**config.mk**
```make
export PLATFORM = sky130hd
export DESIGN_NAME = b05_sample_store_flat
export DESIGN_NICKNAME = d
export VERILOG_FILES = /design/src/rtl/b05_sample_store_if.sv /design/src/rtl/b05_sample_store.sv /design/src/flat_wrapper.sv
export SDC_FILE = /design/constraint.sdc
export NUM_CORES = 1
export LEC_CHECK = 0
export ABC_AREA = 0
export CAP_MARGIN = 15
export CORE_ASPECT_RATIO = 1.25
export CORE_MARGIN = 4
export CORE_UTILIZATION = 40
export CTS_CLUSTER_DIAMETER = 30
export DETAILED_ROUTE_END_ITERATION = 10
export PLACE_DENSITY = 0.62
export SLEW_MARGIN = 30
export SYNTH_ARGS = -nofsm -noshare
export SYNTH_HDL_FRONTEND = slang
export SYNTH_SLANG_ARGS = --single-unit
export TNS_END_PERCENT = 50
```
**constraint.sdc**
```tcl
create_clock -name CLOCK -period 2.58 [get_ports CLOCK]
set_clock_uncertainty 0.05 [all_clocks]
set_input_delay 0.516 -clock CLOCK [delete_from_list [all_inputs] [get_ports CLOCK]]
set_output_delay 0.516 -clock CLOCK [all_outputs]
set_load 0.02 [all_outputs]
```
**src/rtl/b05_sample_store_if.sv**
```systemverilog
// b05_sample_store_if
// Bundles the producer handshake, the clear request and the scanner read port
// of the sample store.
//   master : producer/scanner side (drives WR_VALID, WR_DATA, CLEAR,
//            SCAN_BUSY, RD_ADDR; observes WR_READY, RD_DATA, COUNT, FULL, SAT)
//   slave  : the store itself (the opposite directions)
interface b05_sample_store_if;
    logic       WR_VALID;
    logic [9:0] WR_DATA;
    logic       WR_READY;
    logic       CLEAR;
    logic       SCAN_BUSY;
    logic [4:0] RD_ADDR;
    logic [8:0] RD_DATA;
    logic [5:0] COUNT;
    logic       FULL;
    logic       SAT;

    modport master (
        output WR_VALID, WR_DATA, CLEAR, SCAN_BUSY, RD_ADDR,
        input  WR_READY, RD_DATA, COUNT, FULL, SAT
    );

    modport slave (
        input  WR_VALID, WR_DATA, CLEAR, SCAN_BUSY, RD_ADDR,
        output WR_READY, RD_DATA, COUNT, FULL, SAT
    );
endinterface

```
**src/rtl/b05_sample_store.sv**
```systemverilog
// b05_sample_store
// 32-entry store of 9-bit saturated samples, filled by a valid/ready producer
// and read combinationally by a downstream peak scanner. While the scanner is
// busy the contents are frozen (LOCK); a clear requested during that time is
// deferred until the scanner releases the store.
// Ports:
//   CLOCK  : rising-edge clock for all state
//   RESET  : synchronous active-high reset
//   bus    : b05_sample_store_if.slave
//            WR_VALID/WR_DATA/WR_READY  producer handshake (10-bit signed sample)
//            CLEAR                      empty the store
//            SCAN_BUSY                  scanner reading, contents frozen
//            RD_ADDR/RD_DATA            combinational read port (50 if empty slot)
//            COUNT/FULL/SAT             occupancy, COUNT==32, sticky saturation
// Configuration:
//   B05_STORE_WRAP_EN  when defined, a full store keeps accepting samples by
//                      overwriting the oldest one, and reads are rotated so
//                      that address 0 is always the oldest sample.
module b05_sample_store (
    input  logic              CLOCK,
    input  logic              RESET,
    b05_sample_store_if.slave bus
);

`ifdef B05_STORE_WRAP_EN
    localparam bit WRAP_EN = 1'b1;
`else
    localparam bit WRAP_EN = 1'b0;
`endif

    localparam logic [8:0] EMPTY_READ = 9'd50;

    typedef enum logic [1:0] {
        EMPTY,
        FILL,
        FULL_ST,
        LOCK
    } state_t;

    state_t      state;
    state_t      state_next;

    logic [8:0]  mem [32];
    logic [31:0] valid_map;
    logic [4:0]  wp;
    logic [5:0]  count;
    logic        sat;
    logic        clear_pending;

    logic        wr_ready;
    logic        transfer;
    logic        do_clear;
    logic        is_full;
    logic [5:0]  count_after;
    logic        sample_hi;
    logic        sample_lo;
    logic [8:0]  sample_store;
    logic [4:0]  rd_index;

    assign is_full = (count == 6'd32);

    // A 10-bit two's complement value exceeds the 9-bit range exactly when
    // its top two bits differ: 01 means >255, 10 means < -256.
    assign sample_hi = !bus.WR_DATA[9] &&  bus.WR_DATA[8];
    assign sample_lo =  bus.WR_DATA[9] && !bus.WR_DATA[8];

    always_comb begin
        sample_store = bus.WR_DATA[8:0];
        if (sample_hi) begin
            sample_store = 9'd255;
        end else if (sample_lo) begin
            sample_store = 9'h100;
        end
    end

    // Next state and handshake. A busy scanner always forces LOCK; otherwise
    // a clear (fresh or deferred) empties the store, and the remaining states
    // simply follow the occupancy after this edge's transfer.
    always_comb begin
        wr_ready    = !bus.CLEAR && !bus.SCAN_BUSY && (state != LOCK) &&
                      ((state != FULL_ST) || WRAP_EN);
        transfer    = bus.WR_VALID && wr_ready;
        do_clear    = !bus.SCAN_BUSY && (bus.CLEAR || clear_pending);
        count_after = count;
        if (transfer && !is_full) begin
            count_after = count + 6'd1;
        end
        state_next  = state;
        if (bus.SCAN_BUSY) begin
            state_next = LOCK;
        end else if (do_clear) begin
            state_next = EMPTY;
        end else if (count_after == 6'd0) begin
            state_next = EMPTY;
        end else if (count_after == 6'd32) begin
            state_next = FULL_ST;
        end else begin
            state_next = FILL;
        end
    end

    always_ff @(posedge CLOCK) begin
        if (RESET) begin
            state <= EMPTY;
        end else begin
            state <= state_next;
        end
    end

    always_ff @(posedge CLOCK) begin
        if (RESET) begin
            valid_map     <= '0;
            wp            <= '0;
            count         <= '0;
            sat           <= 1'b0;
            clear_pending <= 1'b0;
        end else if (bus.SCAN_BUSY) begin
            // Contents frozen; remember the clear for when the scanner is done.
            if (bus.CLEAR) begin
                clear_pending <= 1'b1;
            end
        end else if (do_clear) begin
            valid_map     <= '0;
            wp            <= '0;
            count         <= '0;
            sat           <= 1'b0;
            clear_pending <= 1'b0;
        end else if (transfer) begin
            valid_map[wp] <= 1'b1;
            wp            <= wp + 5'd1;
            count         <= count_after;
            if (sample_hi || sample_lo) begin
                sat <= 1'b1;
            end
        end
    end

    // The sample array has no reset; stale entries are hidden by valid_map.
    always_ff @(posedge CLOCK) begin
        if (!RESET && transfer) begin
            mem[wp] <= sample_store;
        end
    end

    // Until the store first fills, WP equals COUNT and the oldest sample sits
    // at index 0, so rotation only applies once full (then WP is the oldest).
    assign rd_index = bus.RD_ADDR + ((WRAP_EN && is_full) ? wp : 5'd0);

    assign bus.RD_DATA  = valid_map[rd_index] ? mem[rd_index] : EMPTY_READ;
    assign bus.WR_READY = wr_ready;
    assign bus.COUNT    = count;
    assign bus.FULL     = is_full;
    assign bus.SAT      = sat;

endmodule
```
**src/flat_wrapper.sv**
```systemverilog
// flat-port wrapper written by rule: the top's interface ports become plain ports
module b05_sample_store_flat 
  (CLOCK, RESET, bus_WR_VALID, bus_WR_DATA, bus_CLEAR, bus_SCAN_BUSY, bus_RD_ADDR, bus_WR_READY, bus_RD_DATA, bus_COUNT, bus_FULL, bus_SAT);
  b05_sample_store_if bus_i ();
  input  logic CLOCK;
  input  logic RESET;
  input wire logic [$bits(bus_i.WR_VALID)-1:0] bus_WR_VALID;
  input wire logic [$bits(bus_i.WR_DATA)-1:0] bus_WR_DATA;
  input wire logic [$bits(bus_i.CLEAR)-1:0] bus_CLEAR;
  input wire logic [$bits(bus_i.SCAN_BUSY)-1:0] bus_SCAN_BUSY;
  input wire logic [$bits(bus_i.RD_ADDR)-1:0] bus_RD_ADDR;
  output wire logic [$bits(bus_i.WR_READY)-1:0] bus_WR_READY;
  output wire logic [$bits(bus_i.RD_DATA)-1:0] bus_RD_DATA;
  output wire logic [$bits(bus_i.COUNT)-1:0] bus_COUNT;
  output wire logic [$bits(bus_i.FULL)-1:0] bus_FULL;
  output wire logic [$bits(bus_i.SAT)-1:0] bus_SAT;
  assign bus_i.WR_VALID = bus_WR_VALID;
  assign bus_i.WR_DATA = bus_WR_DATA;
  assign bus_i.CLEAR = bus_CLEAR;
  assign bus_i.SCAN_BUSY = bus_SCAN_BUSY;
  assign bus_i.RD_ADDR = bus_RD_ADDR;
  assign bus_WR_READY = bus_i.WR_READY;
  assign bus_RD_DATA = bus_i.RD_DATA;
  assign bus_COUNT = bus_i.COUNT;
  assign bus_FULL = bus_i.FULL;
  assign bus_SAT = bus_i.SAT;
  b05_sample_store u_core (.CLOCK(CLOCK), .RESET(RESET), .bus(bus_i));
endmodule
```
==> results of run 1 <==
## cell type report
type,instances,area share (%)
well taps,423,3.042
repair buffers,172,9.069
clock inverters,41,2.754
clock buffers,53,7.379
multi-input cells,440,22.53
diodes,1,0.01438
flip-flops and latches,334,55.02
inverters,9,0.1942
## logic make-up after synthesis
family	synth area share, %
DFF	69.64
and+or+nand+nor	5.718
AOI/OAI and AO/OA	7.849
muxes	12.82
buffers and inverters	2.768
adders and majority gates	0.8195
xor gates and xnor gates	0.3824
## how the worst min path moves through the flow
stage          slack [ns]                 start                   end  depth (start not counted)
2_1_floorplan        0.38  u_core.valid_map[24]  u_core.valid_map[24]                          2
3_3_place_gp         0.39  u_core.valid_map[19]  u_core.valid_map[19]                          2
3_5_place_dp         0.40   u_core.valid_map[5]   u_core.valid_map[5]                          1
4_1_cts              0.41   u_core.valid_map[5]   u_core.valid_map[5]                          1
5_1_grt              0.44   u_core.valid_map[5]   u_core.valid_map[5]                          1
6_report             0.41   u_core.valid_map[5]   u_core.valid_map[5]                          1
## synthesized netlist by cell type, drive strengths merged (4+ instances only)
library cell	instances	area [sq um]
dfxtp	46	920.9
inv	9	33.78
o21a	16	120.1
o21ai	18	90.08
edfxtp	288	8648
xor2	4	35.03
a22oi	9	67.56
nor2b	7	43.79
buf	29	260.3
o211a	6	60.06
and3	4	25.02
o32a	6	60.06
and2	4	25.02
a21oi	12	60.06
mux4	43	968.4
a221oi	27	255.2
nand2	17	63.81
nor3	4	20.02
a21o	10	75.07
nand4	7	58.81
nor2	89	334.1
mux2i	77	770.7
nand3	10	50.05
clkbuf	23	86.33
ha	9	112.6
a31oi	21	146.4
## stage by stage
step / setup slack (ns) / power (uW) / setup TNS (ns) / instance area [sq um] / std cells
after floorplan: 0.04842 / 6456 / 0 / 13750 / 834
after global placement: -0.9073 / 6816 / -13.68 / 15480 / 1372
after detailed placement: -0.9201 / 6823 / -21.58 / 15480 / 1372
after CTS: -0.2890 / 13810 / -2.335 / 17380 / 1472
after global routing: -0.3477 / 14130 / -2.880 / 17400 / 1472
final: -0.2962 / 13700 / -2.428 / 17400 / 1473
## metal layers
| metal | wire length, microns | global-route usage [%] |
|---|---|---|
| met5 | 0 | 0 |
| met4 | 1255 | 7.235 |
| met3 | 2612 | 5.062 |
| met2 | 16680 | 30.09 |
| met1 | 13730 | 23.19 |
## critical path, stage by stage, from the launching register on
cell	delay, ns
dfxtp_2	0.32
mux4_2	0.46
and3_4	0.19
a31oi_4	0.27
nand4_4	0.20
o21ai_1	0.15
buf_4	0.17
## layout by cell type, fill, tap and decap left out, drive strengths merged, types with 16 or more instances in the layout
master           n
mux2i           77
nand2           17
edfxtp         288
clkdlybuf4s50   22
a31oi           21
a221oi          27
o21a            16
dfxtp           46
clkbuf          53
buf            146
inv             23
nor2            89
mux4            43
o21ai           18
## where the power goes
part / switching, uW / internal (uW) / total (uW)
combinational: 483 / 336 / 819
sequential: 4.18 / 5910 / 5920
clock: 2570 / 4400 / 6970
total: 3050 / 10600 / 13700
## registers in the layout, summed over array words and instances (netlist names)
signal and cells:
u_core.mem 288, u_core.valid_map 32, u_core.bus.COUNT 6, u_core.wp 5
u_core.bus.SAT 1, u_core.clear_pending 1, u_core.state 1
## repair_timing
item                                   CTS  global route
endpoints found under the hold margin    0             0
setup endpoints to repair               10             9
pin swaps                                8             4
cloned                                   1             0
setup buffers                            5             0
resized for setup                       70             6
==> flow_metrics.py, run 1 <==
metrics = {
    "run_status": {
        "status": "complete, but fails checks",
        "violations": "setup timing",
    },
    "grt": {
        "grt_pass1_wl_microns": 52050,
        "grt_usage_pct": 18.34,
        "grt_pass1_vias": 8463,
        "grt_max_degree": 33,
        "antenna_found_initial": 0,
        "grt_overflow": 0,
    },
    "setup_path": {
        "crit_path_end_kind": "output pin",
        "crit_path_start": "u_core.valid_map[27]",
        "worst_ep_arrival_time_ns": 2.31,
        "reg2reg_setup_slack_ns": 0.60,
        "cp_max_fo": 5,
        "r2r_start": "u_core.wp[4]",
        "rr_worst_depth": 4,
        "worstPathRequired_ns": 2.01,
        "reg2reg_to": "u_core.mem[22][8]",
        "critPathCapture": "bus_RD_DATA[5]",
        "critPathKind": "register to output pin",
        "setup.worst_path.start_class": "register",
    },
    "power": {
        "cellLeakagePower_uw": 0.006240,
        "max-vdd-ir-drop_mv": 0.4304,
        "powerDensity_nw_per_um2": 787.6,
    },
    "routing": {
        "antenna_left": 0,
        "vias": 8134,
        "drcViolationCount": 0,
        "initialDrtViolationCount": 670,
        "wire_per_inst_microns": 23.27,
        "vias_per_cell": 5.522,
        "firstDrtPassIters": 5,
        "drt_wl_total_microns": 34280,
    },
    "die": {
        "fp.dieW_microns": 173.8,
        "core-area_sq_um": 33780,
        "start_util_pct": 40.67,
        "die_y_microns": 215.2,
        "std_cell_rows": 75,
        "pin_count": 38,
        "die_area_sq_um": 37400,
    },
    "final_layout": {
        "seq_area_sq_um": 9572,
        "layout.nets": 1037,
        "multi_input_area_sq_um": 3920,
        "n_fill_cell": 2792,
        "synthToLayoutAreaGrowth_pct": 26.62,
        "drive_above_1_share_pct": 29.84,
        "fin_util_pct": 51.50,
    },
    "cts": {
        "cts_buffer_depth": 3,
        "hold_buffers": 0,
        "htreeDepth": 2,
        "cts.sinks": 334,
        "clock_latency_ns": 0.55,
        "cts_made_buffers": 51,
        "clk_pin_slew_ns": 0.05,
        "root_buffer": "clkbuf_16",
        "cts_tree": "done",
    },
    "synthesis": {
        "netlist_area_sq_um": 13740,
        "synth_cell_type_count": 57,
        "async_flop_share_pct": 0,
        "netlist_instances": 834,
        "yosys_most_used_dff": "edfxtp_1",
        "syn_avg_cell_area_sq_um": 16.48,
        "synth-edff-count": 288,
        "yosys_register_bits": 334,
        "syn_nets": 863,
        "synth_warnings": 0,
        "seq_area_frac_synth_pct": 69.64,
    },
    "placed_design": {
        "gp_congestion": 0.8919,
        "portBuffers": 37,
        "hpwl_microns": 22690,
    },
    "job": {
        "drv_cap": 0,
    },
    "timing": {
        "period_share_pct": 111.5,
        "timing.hold.ws_ns": 0.4099,
        "hold_viol_final": 0,
        "setup_violations": 9,
        "period_needed_ns": 2.876,
        "worstMarginPinSlew_ns": 0.6398,
        "rsz0062_at_grt": "yes",
        "max_freq_ghz": 0.3477,
        "setup_ws_ns": -0.2962,
        "slew_viol_final": 0,
        "max-slew-margin-rel_pct": 56.90,
    },
    "hold_path": {
        "hp-class": "register to register",
    },
}
(Power assumes the default switching activity.)
==> inputs of run 2 (changes only) <==
- GPL_TIMING_DRIVEN: default -> 0
==> run 2 against run 1 <==
Against the previous run: the flow still finishes with violations (setup timing); sequential cell count unchanged; non-clock buffer count decreased by 82; first-iteration DRC count decreased by 0.30%; global-route usage decreased by 0.53 points; cell count decreased by 5.4%; register-to-register slack got worse by 0.71 ns; wire length decreased by 2.3%; highest routed layer unchanged.
==> flow_metrics.py, run 2 (same netlist as run 1, synthesis figures left out) <==
metrics = {
    "final_layout": {
        "seq_area_sq_um": 9572,
        "final_cell_mix": "edfxtp_1, mux2i_1, nor2_1, clkbuf_16, dfxtp_1",
        "antenna_cells": 0,
        "largest_reg_flops": 288,
        "mostFrequentLayoutCell": "edfxtp_1",
        "n_fill_cell": 2792,
        "multi_input_area_sq_um": 4163,
        "largest-register": "u_core.mem",
        "fin_cells": 1394,
        "layout.nets": 957,
        "stdcell_area_sq_um": 17020,
        "synthToLayoutAreaGrowth_pct": 23.83,
        "drive_above_1_share_pct": 28.22,
    },
    "cts": {
        "cts_made_buffers": 53,
        "clock_latency_ns": 0.56,
        "cts.sinks": 334,
        "cts_tree": "done",
        "hold_buffers": 0,
        "htreeDepth": 2,
        "clk_pin_slew_ns": 0.05,
        "root_buffer": "clkbuf_16",
        "cts_buffer_depth": 3,
    },
    "hold_path": {
        "whs_endpoint": "u_core.state[1]",
        "min_from": "bus_SCAN_BUSY",
        "hp-class": "input pin to register",
        "hold_depth": 3,
    },
    "setup_path": {
        "setup.worst_path.start_class": "register",
        "rr_worst_depth": 4,
        "worstPathRequired_ns": 2.01,
        "reg2reg_setup_slack_ns": -0.11,
        "r2r_start": "u_core.state[1]",
        "worst_ep_arrival_time_ns": 2.36,
        "crit_path_end_kind": "output pin",
        "cp_max_fo": 5,
        "critPathKind": "register to output pin",
        "reg2reg_to": "u_core.mem[15][2]",
    },
    "routing": {
        "firstDrtPassIters": 5,
        "drcViolationCount": 0,
        "initialDrtViolationCount": 668,
        "vias": 7882,
        "wire_per_inst_microns": 24.03,
        "drt_wl_total_microns": 33500,
        "vias_per_cell": 5.654,
        "antenna_left": 0,
    },
    "run_status": {
        "violations": "setup timing",
        "status": "complete, but fails checks",
    },
    "die": {
        "core-area_sq_um": 33780,
        "std_cell_rows": 75,
        "die_area_sq_um": 37400,
        "start_util_pct": 40.67,
        "fp.dieW_microns": 173.8,
        "pin_count": 38,
        "die_y_microns": 215.2,
    },
    "grt": {
        "grt_pass1_vias": 8090,
        "grt_pass1_wl_microns": 50600,
        "grt_overflow": 0,
        "grt_usage_pct": 17.80,
        "grt_max_degree": 33,
        "antenna_found_initial": 0,
    },
    "timing": {
        "hold_viol_final": 0,
        "worstMarginPinSlew_ns": 0.8055,
        "setup_ws_ns": -0.3418,
        "rsz0062_at_grt": "yes",
        "max-slew-margin-rel_pct": 46.17,
        "setup_violations": 297,
        "period_share_pct": 113.2,
        "slew_viol_final": 0,
        "period_needed_ns": 2.922,
        "fin_setup_tns_ns": -58.39,
        "max_freq_ghz": 0.3423,
    },
    "placed_design": {
        "hpwl_microns": 21730,
        "place_area_sq_um": 14650,
        "gp_congestion": 0.8235,
        "dpl.cell_count": 1291,
        "place_ws_ns": -1.744,
        "portBuffers": 33,
    },
    "power": {
        "powerDensity_nw_per_um2": 828.1,
        "cellLeakagePower_uw": 0.005767,
        "max-vdd-ir-drop_mv": 0.5856,
    },
    "job": {
        "drv_cap": 0,
    },
}
[run 2: cell types whose count changed in the layout (fill, tap and decap cells not counted), moves of 5 or more]
cell / before / now
a21o_1: 10 / 2
a21o_2: 0 / 8
buf_12: 17 / 5
buf_4: 119 / 10
buf_6: 6 / 19
clkbuf_1: 2 / 18
clkbuf_2: 0 / 8
mux2i_1: 76 / 70
mux2i_2: 1 / 6
nor2_1: 88 / 55
nor2_2: 1 / 23
nor2_4: 0 / 11
[run 2: power breakdown]
part	switching, uW	internal, uW	leakage, uW	total [uW]
sequential	4.36	5920	0.00298	5920
clock	2580	4820	0.000909	7400
combinational	482	287	0.00188	769
[run 2: how the worst max path moves through the flow]
stage	from	end	slack [ns]	cells after the start
floorplan	bus_RD_ADDR[2]	bus_RD_DATA[4]	0.05	8
global placement	bus_RD_ADDR[1]	bus_RD_DATA[3]	-1.73	9
detailed placement	bus_RD_ADDR[1]	bus_RD_DATA[3]	-1.74	9
CTS	u_core.valid_map[27]	bus_RD_DATA[3]	-0.36	6
global route	bus_RD_ADDR[0]	bus_RD_DATA[2]	-0.40	9
finish	u_core.valid_map[27]	bus_RD_DATA[0]	-0.34	6
[run 2: cell type report]
cell class                      count  area share (%)
Sequential cell                   334           56.25
Multi-Input combinational cell    440           24.46
Clock buffer                       57           7.883
Clock inverter                     41           3.191
Tap cell                          423           3.111
Buffer                             51           2.471
Timing Repair Buffer               39           2.427
Inverter                            9          0.1985
[run 2: critical path, cell delays in order, from the launching register on]
cell	delay (ns)
dfxtp_2	0.31
mux4_2	0.50
and3_4	0.21
a31oi_4	0.23
nand4_4	0.17
o211a_1	0.21
buf_6	0.15
[run 2: metal layers]
metal  part of all wire [%]  vias to the layer above  track usage (%)  wire length, microns
li1                       -                     3534                -                     -
met1                     42                     4016            23.49                 14090
met2                     49                      270            29.14                 16390
met3                    6.4                       62            3.656                  2156
met4                    2.6                        0            6.918                   857
met5                      0                        -                0                     0
[run 2: what timing repair did]
action	CTS	global route
buffers inserted	2	2
gates resized for setup	128	45
pin swaps	10	5
gates cloned	1	1
endpoints found under the setup margin	298	298
[run 2: stage by stage]
step           hold WS [ns]  total power [uW]  util (%)
2_1_floorplan        0.3813              6456         -
3_3_place_gp         0.3927              6713     43.23
3_5_place_dp         0.4047              6733     43.36
4_1_cts              0.1659             14180     49.79
5_1_grt              0.1917             14520     50.37
6_report             0.1983             14090     50.37
